==> src/rtl/priority_irq_pkg.sv <==
// rtl/priority_irq_pkg.sv - shared defaults and one-hot helper for the priority interrupt controller
package priority_irq_pkg;

    localparam int N_DEFAULT = 8;
    localparam int MAX_N     = 256;

    // Callers truncate the result to their own line count.
    function automatic logic [MAX_N-1:0] one_hot(input int unsigned idx);
        logic [MAX_N-1:0] v;
        v      = '0;
        v[idx] = 1'b1;
        return v;
    endfunction

endpackage

==> src/rtl/priority_pick.sv <==
// rtl/priority_pick.sv - combinational highest-set-bit encoder with found flag
module priority_pick #(
    parameter  int N     = 8,
    localparam int IDX_W = $clog2(N)
) (
    input  logic [N-1:0]     vec,
    output logic [IDX_W-1:0] idx,
    output logic             found
);

    // Later iterations overwrite earlier ones, so the highest set bit wins.
    always_comb begin
        idx   = '0;
        found = |vec;
        for (int i = 0; i < N; i++) begin
            if (vec[i]) idx = IDX_W'(i);
        end
    end

endmodule

==> src/rtl/priority_irq_ctrl.sv <==
// rtl/priority_irq_ctrl.sv - registered priority interrupt controller; ROUND_ROBIN_EN selects rotating priority
module priority_irq_ctrl
    import priority_irq_pkg::*;
#(
    parameter  int N     = N_DEFAULT,
    localparam int IDX_W = $clog2(N)
) (
    input  logic             clk,
    input  logic             rst,
    input  logic [N-1:0]     req_n,
    input  logic             en_n,
    input  logic [N-1:0]     mask,
    input  logic             irq_ready,
    input  logic             ovf_clr,
    output logic             irq_valid,
    output logic [IDX_W-1:0] irq_idx,
    output logic             any_pending,
    output logic             ovf
);

    logic [N-1:0]     s1, s2, prev;
    logic [N-1:0]     pending;
    logic [N-1:0]     set_vec, clear_vec, eligible;
    logic             accept, ovf_event;
    logic [IDX_W-1:0] win;
    logic             win_found;

    assign set_vec   = en_n ? '0 : (~s2 & prev);
    assign accept    = irq_valid & irq_ready;
    assign clear_vec = accept ? N'(one_hot(32'(irq_idx))) : '0;
    assign eligible  = pending & ~mask & ~clear_vec;
    // A set on the line being accepted this cycle is a fresh request, not an overflow.
    assign ovf_event = |(set_vec & pending & ~clear_vec);
    assign any_pending = |pending;

    always_ff @(posedge clk) begin
        if (rst) begin
            s1      <= '1;
            s2      <= '1;
            prev    <= '1;
            pending <= '0;
            ovf     <= 1'b0;
        end else begin
            s1      <= req_n;
            s2      <= s1;
            prev    <= s2;
            pending <= (pending & ~clear_vec) | set_vec;
            if (ovf_event)    ovf <= 1'b1;
            else if (ovf_clr) ovf <= 1'b0;
        end
    end

`ifdef ROUND_ROBIN_EN
    logic [IDX_W-1:0] ptr;
    logic [N-1:0]     below_ptr;
    logic [IDX_W-1:0] idx_lo, idx_all;
    logic             found_lo, found_all;

    always_comb begin
        below_ptr = '0;
        for (int i = 0; i < N; i++) begin
            below_ptr[i] = (IDX_W'(i) < ptr);
        end
    end

    priority_pick #(.N(N)) u_pick_lo (
        .vec   (eligible & below_ptr),
        .idx   (idx_lo),
        .found (found_lo)
    );

    priority_pick #(.N(N)) u_pick_all (
        .vec   (eligible),
        .idx   (idx_all),
        .found (found_all)
    );

    // Prefer lines below the last accepted one; otherwise wrap to the top.
    assign win       = found_lo ? idx_lo : idx_all;
    assign win_found = found_all;

    always_ff @(posedge clk) begin
        if (rst)         ptr <= IDX_W'(N - 1);
        else if (accept) ptr <= irq_idx;
    end
`else
    priority_pick #(.N(N)) u_pick (
        .vec   (eligible),
        .idx   (win),
        .found (win_found)
    );
`endif

    // Presented index is frozen until the consumer accepts it.
    always_ff @(posedge clk) begin
        if (rst) begin
            irq_valid <= 1'b0;
            irq_idx   <= '0;
        end else if (!irq_valid || irq_ready) begin
            irq_valid <= win_found;
            if (win_found) irq_idx <= win;
        end
    end

endmodule
==> config.mk <==
export PLATFORM = sky130hd
export DESIGN_NAME = priority_irq_ctrl
export DESIGN_NICKNAME = d
export VERILOG_FILES = /design/src/rtl/priority_irq_pkg.sv /design/src/rtl/priority_pick.sv /design/src/rtl/priority_irq_ctrl.sv
export SDC_FILE = /design/constraint.sdc
export NUM_CORES = 1
export LEC_CHECK = 0
export ABC_AREA = 1
export ABC_CLOCK_PERIOD_IN_PS = 1300
export BUFFER_PORTS_ARGS = -buffer_cell sky130_fd_sc_hd__buf_2
export CELL_PAD_IN_SITES_DETAIL_PLACEMENT = 1
export CELL_PAD_IN_SITES_GLOBAL_PLACEMENT = 1
export CORE_ASPECT_RATIO = 0.75
export CORE_UTILIZATION = 37
export CTS_BUF_LIST = sky130_fd_sc_hd__clkbuf_4 sky130_fd_sc_hd__clkbuf_8
export DETAILED_ROUTE_END_ITERATION = 8
export MAX_ROUTING_LAYER = met4
export PLACE_DENSITY_LB_ADDON = 0.1
export SLEW_MARGIN = 10
export SYNTH_ARGS = -nofsm -noshare
export SYNTH_HDL_FRONTEND = slang
export SYNTH_SLANG_ARGS = --single-unit
==> constraint.sdc <==
create_clock -name clk -period 1.3 [get_ports clk]
set_clock_uncertainty 0.05 [all_clocks]
set_input_delay 0.195 -clock clk [delete_from_list [all_inputs] [get_ports clk]]
set_output_delay 0.195 -clock clk [all_outputs]
set_load 0.02 [all_outputs]
==> reports/qor.txt <==
Status: complete, but fails checks
Violations in the final reports: negative setup slack
Drt drc: 0
Pwr per Cell Area: 1300 nW/um^2
Layout cells sized above 1: 48.8%
Syn Area/Cell: 7.46 sq um
Filler cells: 492
Routed wire length: 4.24 mm
Count of distinct cell types in the synthesized netlist: 19
First-pass GRT wire length: 6.67 mm
Sequential fraction of the synthesis area: 48.7%
Total via count in the routed design: 1451
Initial cell density of the core: 40.0%
RSZ-0062 raised after global routing: yes
Clock tree from TritonCTS: yes
Number of input and output port buffers inserted: 26
Number of top-level pins: 27
End-of-flow core utilization: 56.6%
Switching share of total power: 24.3%
Hpwl dp: 3.10 mm
Worst Max-Slew Pin Slew: 0.388 ns
Number of failing hold endpoints at the final stage: 0
Die outline area: 4380 sq um
Cts bufs inserted: 5
Worst Hold Margin: 0.0357 ns
Flip-flop and latch count after synthesis: 37
Pre-Repair DR Iteration Count: 4
Floorplan die width: 76.0 microns
NumNets Final: 280
Part of the total power dissipated in combinational logic: 13.9%
Row count: 19
Clk sinks: 37
Cell internal power dissipation: 2.12 mW
Share of the clock period used by the worst path after layout: 115%
Total inserted antenna cells: 0
Hold-fix buffers at CTS: 0
Total GRT Usage: 20.8%
Number of antenna violations at the first check in global routing: 0
Final global-route overflow total: 0
Total power consumption of the routed design: 2.80 mW
Via count of the first global-routing pass: 1466
Critical path data arrival time: 1.63 ns
Number of design-rule violations left by the first detailed-router iteration: 44
Core box area: 3800 sq um
Max-slew violation total from the final report: 0
Worst Hold Class: in2reg
Max-cap violation count: 0
Number of routed nets with antenna violations: 0
Fraction of power consumed by the clock network: 42.2%
Net Switching: 681 uW
Crit path required time: 1.43 ns
Clock Tree Buf Depth: 2
DIE HEIGHT: 57.5 microns
F_max: 0.668 GHz
Final critical-path setup slack: -0.196 ns
Max FO, Critical Path: 6
Mean number of vias per cell: 4.65
Share of total power in sequential cells: 43.9%
Maximum number of pins on one net before global-route repair: 14
Post-detailed-route wirelength per cell: 13.6 microns
Final min period: 1.50 ns
Clock Pin Slew Worst Setup and Hold Paths: 0.08 ns
Synthesized instance count: 204
Worst vdd ir: 0.000776 V
Mapped Area: 1520 sq um
Number of setup violations in the final report: 6
Routability congestion estimate from global placement: 0.896
Slew Limit Headroom: 74.1%
Startpoint kind of the worst setup timing path: flop
Leakage power figure: 1.04 nW
Clock root cell: clkbuf_8
P&R area growth vs syn: 41.6%
Post-synth net total: 225
Total of warnings raised by yosys: 0
Insertion delay of the later-clocked pin in the worst-skew pair: 0.28 ns
Number of H-tree levels: 2
Worst setup path class: reg2reg
Endpoint kind of the worst setup timing path: flop
==> path summary, 6_finish.rpt <==
kind,end,depth (start not counted),start,slack (ns)
worst min-delay path,s1[4],2,req_n[4],0.04
worst max register to register,ovf,9,irq_valid,-0.20
worst min register to register,s2[0],1,s1[0],0.36
worst max-delay path,ovf,9,irq_valid,-0.20
==> routing by layer <==
layer | global-route usage [%] | wire (microns) | up-vias
li1 | - | - | 723
met1 | 23.7 | 1910 | 692
met2 | 36.1 | 2130 | 30
met3 | 5.60 | 147 | 6
met4 | 6.32 | 55 | 0
met5 | - | 0 | -
==> synthesized netlist by cell type <==
| cell | n | share of area [%] |
|---|---|---|
| nor2_1 | 26 | 6.4 |
| inv_2 | 1 | 0.25 |
| nand2_4 | 1 | 0.74 |
| a21oi_1 | 13 | 4.3 |
| dfxtp_1 | 37 | 49 |
| o21ai_0 | 3 | 0.99 |
| nand2_2 | 10 | 4.1 |
| nand3_1 | 13 | 4.3 |
| nor3_1 | 1 | 0.33 |
| nor2_4 | 2 | 1.5 |
| o21bai_4 | 1 | 1.2 |
| clkbuf_1 | 3 | 0.74 |
| o22ai_1 | 1 | 0.41 |
| inv_1 | 32 | 7.9 |
| or2_2 | 16 | 6.6 |
| a21boi_0 | 1 | 0.49 |
| nand2_1 | 40 | 9.9 |
| nor4_1 | 1 | 0.41 |
| nor2_2 | 2 | 0.82 |
==> state kept, by name, summed over array words and instances, names as in the netlist <==
name	flops
irq_idx	3
irq_valid	1
ovf	1
pending	8
prev	8
s1	8
s2	8
==> timing repair <==
item / CTS / global route
buffers inserted: 3 / 4
setup endpoints to repair: 6 / 6
pin swaps: 15 / 3
resized for setup: 20 / 16
==> critical path: stages (launching register included) <==
cell and delay, ns:
dfxtp_4 0.37, nand2_4 0.06, nor2_4 0.21, nand2_2 0.11, buf_4 0.14, buf_4 0.12, nand2_2 0.06, nand3_2 0.09
nor2_4 0.12, a21oi_2 0.06
==> power groups by stage <==
stage / combinational [mW] / sequential [mW] / clock (mW)
after floorplan: 0.169 / 1.26 / 0
after global placement: 0.317 / 1.24 / 0
after detailed placement: 0.333 / 1.25 / 0
after CTS: 0.362 / 1.23 / 1.20
after global routing: 0.426 / 1.24 / 1.25
final: 0.391 / 1.23 / 1.18
==> metrics by stage <==
step	setup TNS (ns)	cells	area, sq um	worst slack [ns]
4_1_cts	-0.840	308	2080	-0.168
3_3_place_gp	-0.433	297	1860	-0.111
6_report	-1.01	312	2150	-0.196
2_1_floorplan	-0.212	204	1540	-0.0585
5_1_grt	-1.66	312	2150	-0.295
3_5_place_dp	-0.754	297	1860	-0.180
==> layout make-up <==
| class | count | area (sq um) | share of cell area (%) |
|---|---|---|---|
| Clock buffer | 5 | 68.8 | 3.19 |
| Inverter | 33 | 124 | 5.75 |
| Multi-Input combinational cell | 131 | 753 | 35.0 |
| Tap cell | 52 | 65.1 | 3.02 |
| Clock inverter | 3 | 65.1 | 3.02 |
| Sequential cell | 37 | 758 | 35.2 |
| Timing Repair Buffer | 51 | 320 | 14.9 |
==> kinds of logic after synthesis <==
logic type	synth area share, %
flops	48.7
simple gates	35.0
buf+inv	8.88
compound gates	7.40
==> layout by cell type, fill, tap and decap left out, drive strengths merged <==
cell type | synthesis | routed
nor2 | 30 | 30
o22ai | 1 | 1
nor3 | 1 | 1
o21ai | 3 | 3
or2 | 16 | 16
dfxtp | 37 | 37
clkbuf | 3 | 5
nand2 | 51 | 51
buf | 0 | 51
bufinv | 0 | 2
nand3 | 13 | 13
a21oi | 13 | 13
inv | 33 | 33
nor4 | 1 | 1
a21boi | 1 | 1
clkinv | 0 | 1
o21bai | 1 | 1
Power figures use the tool's default switching activity.
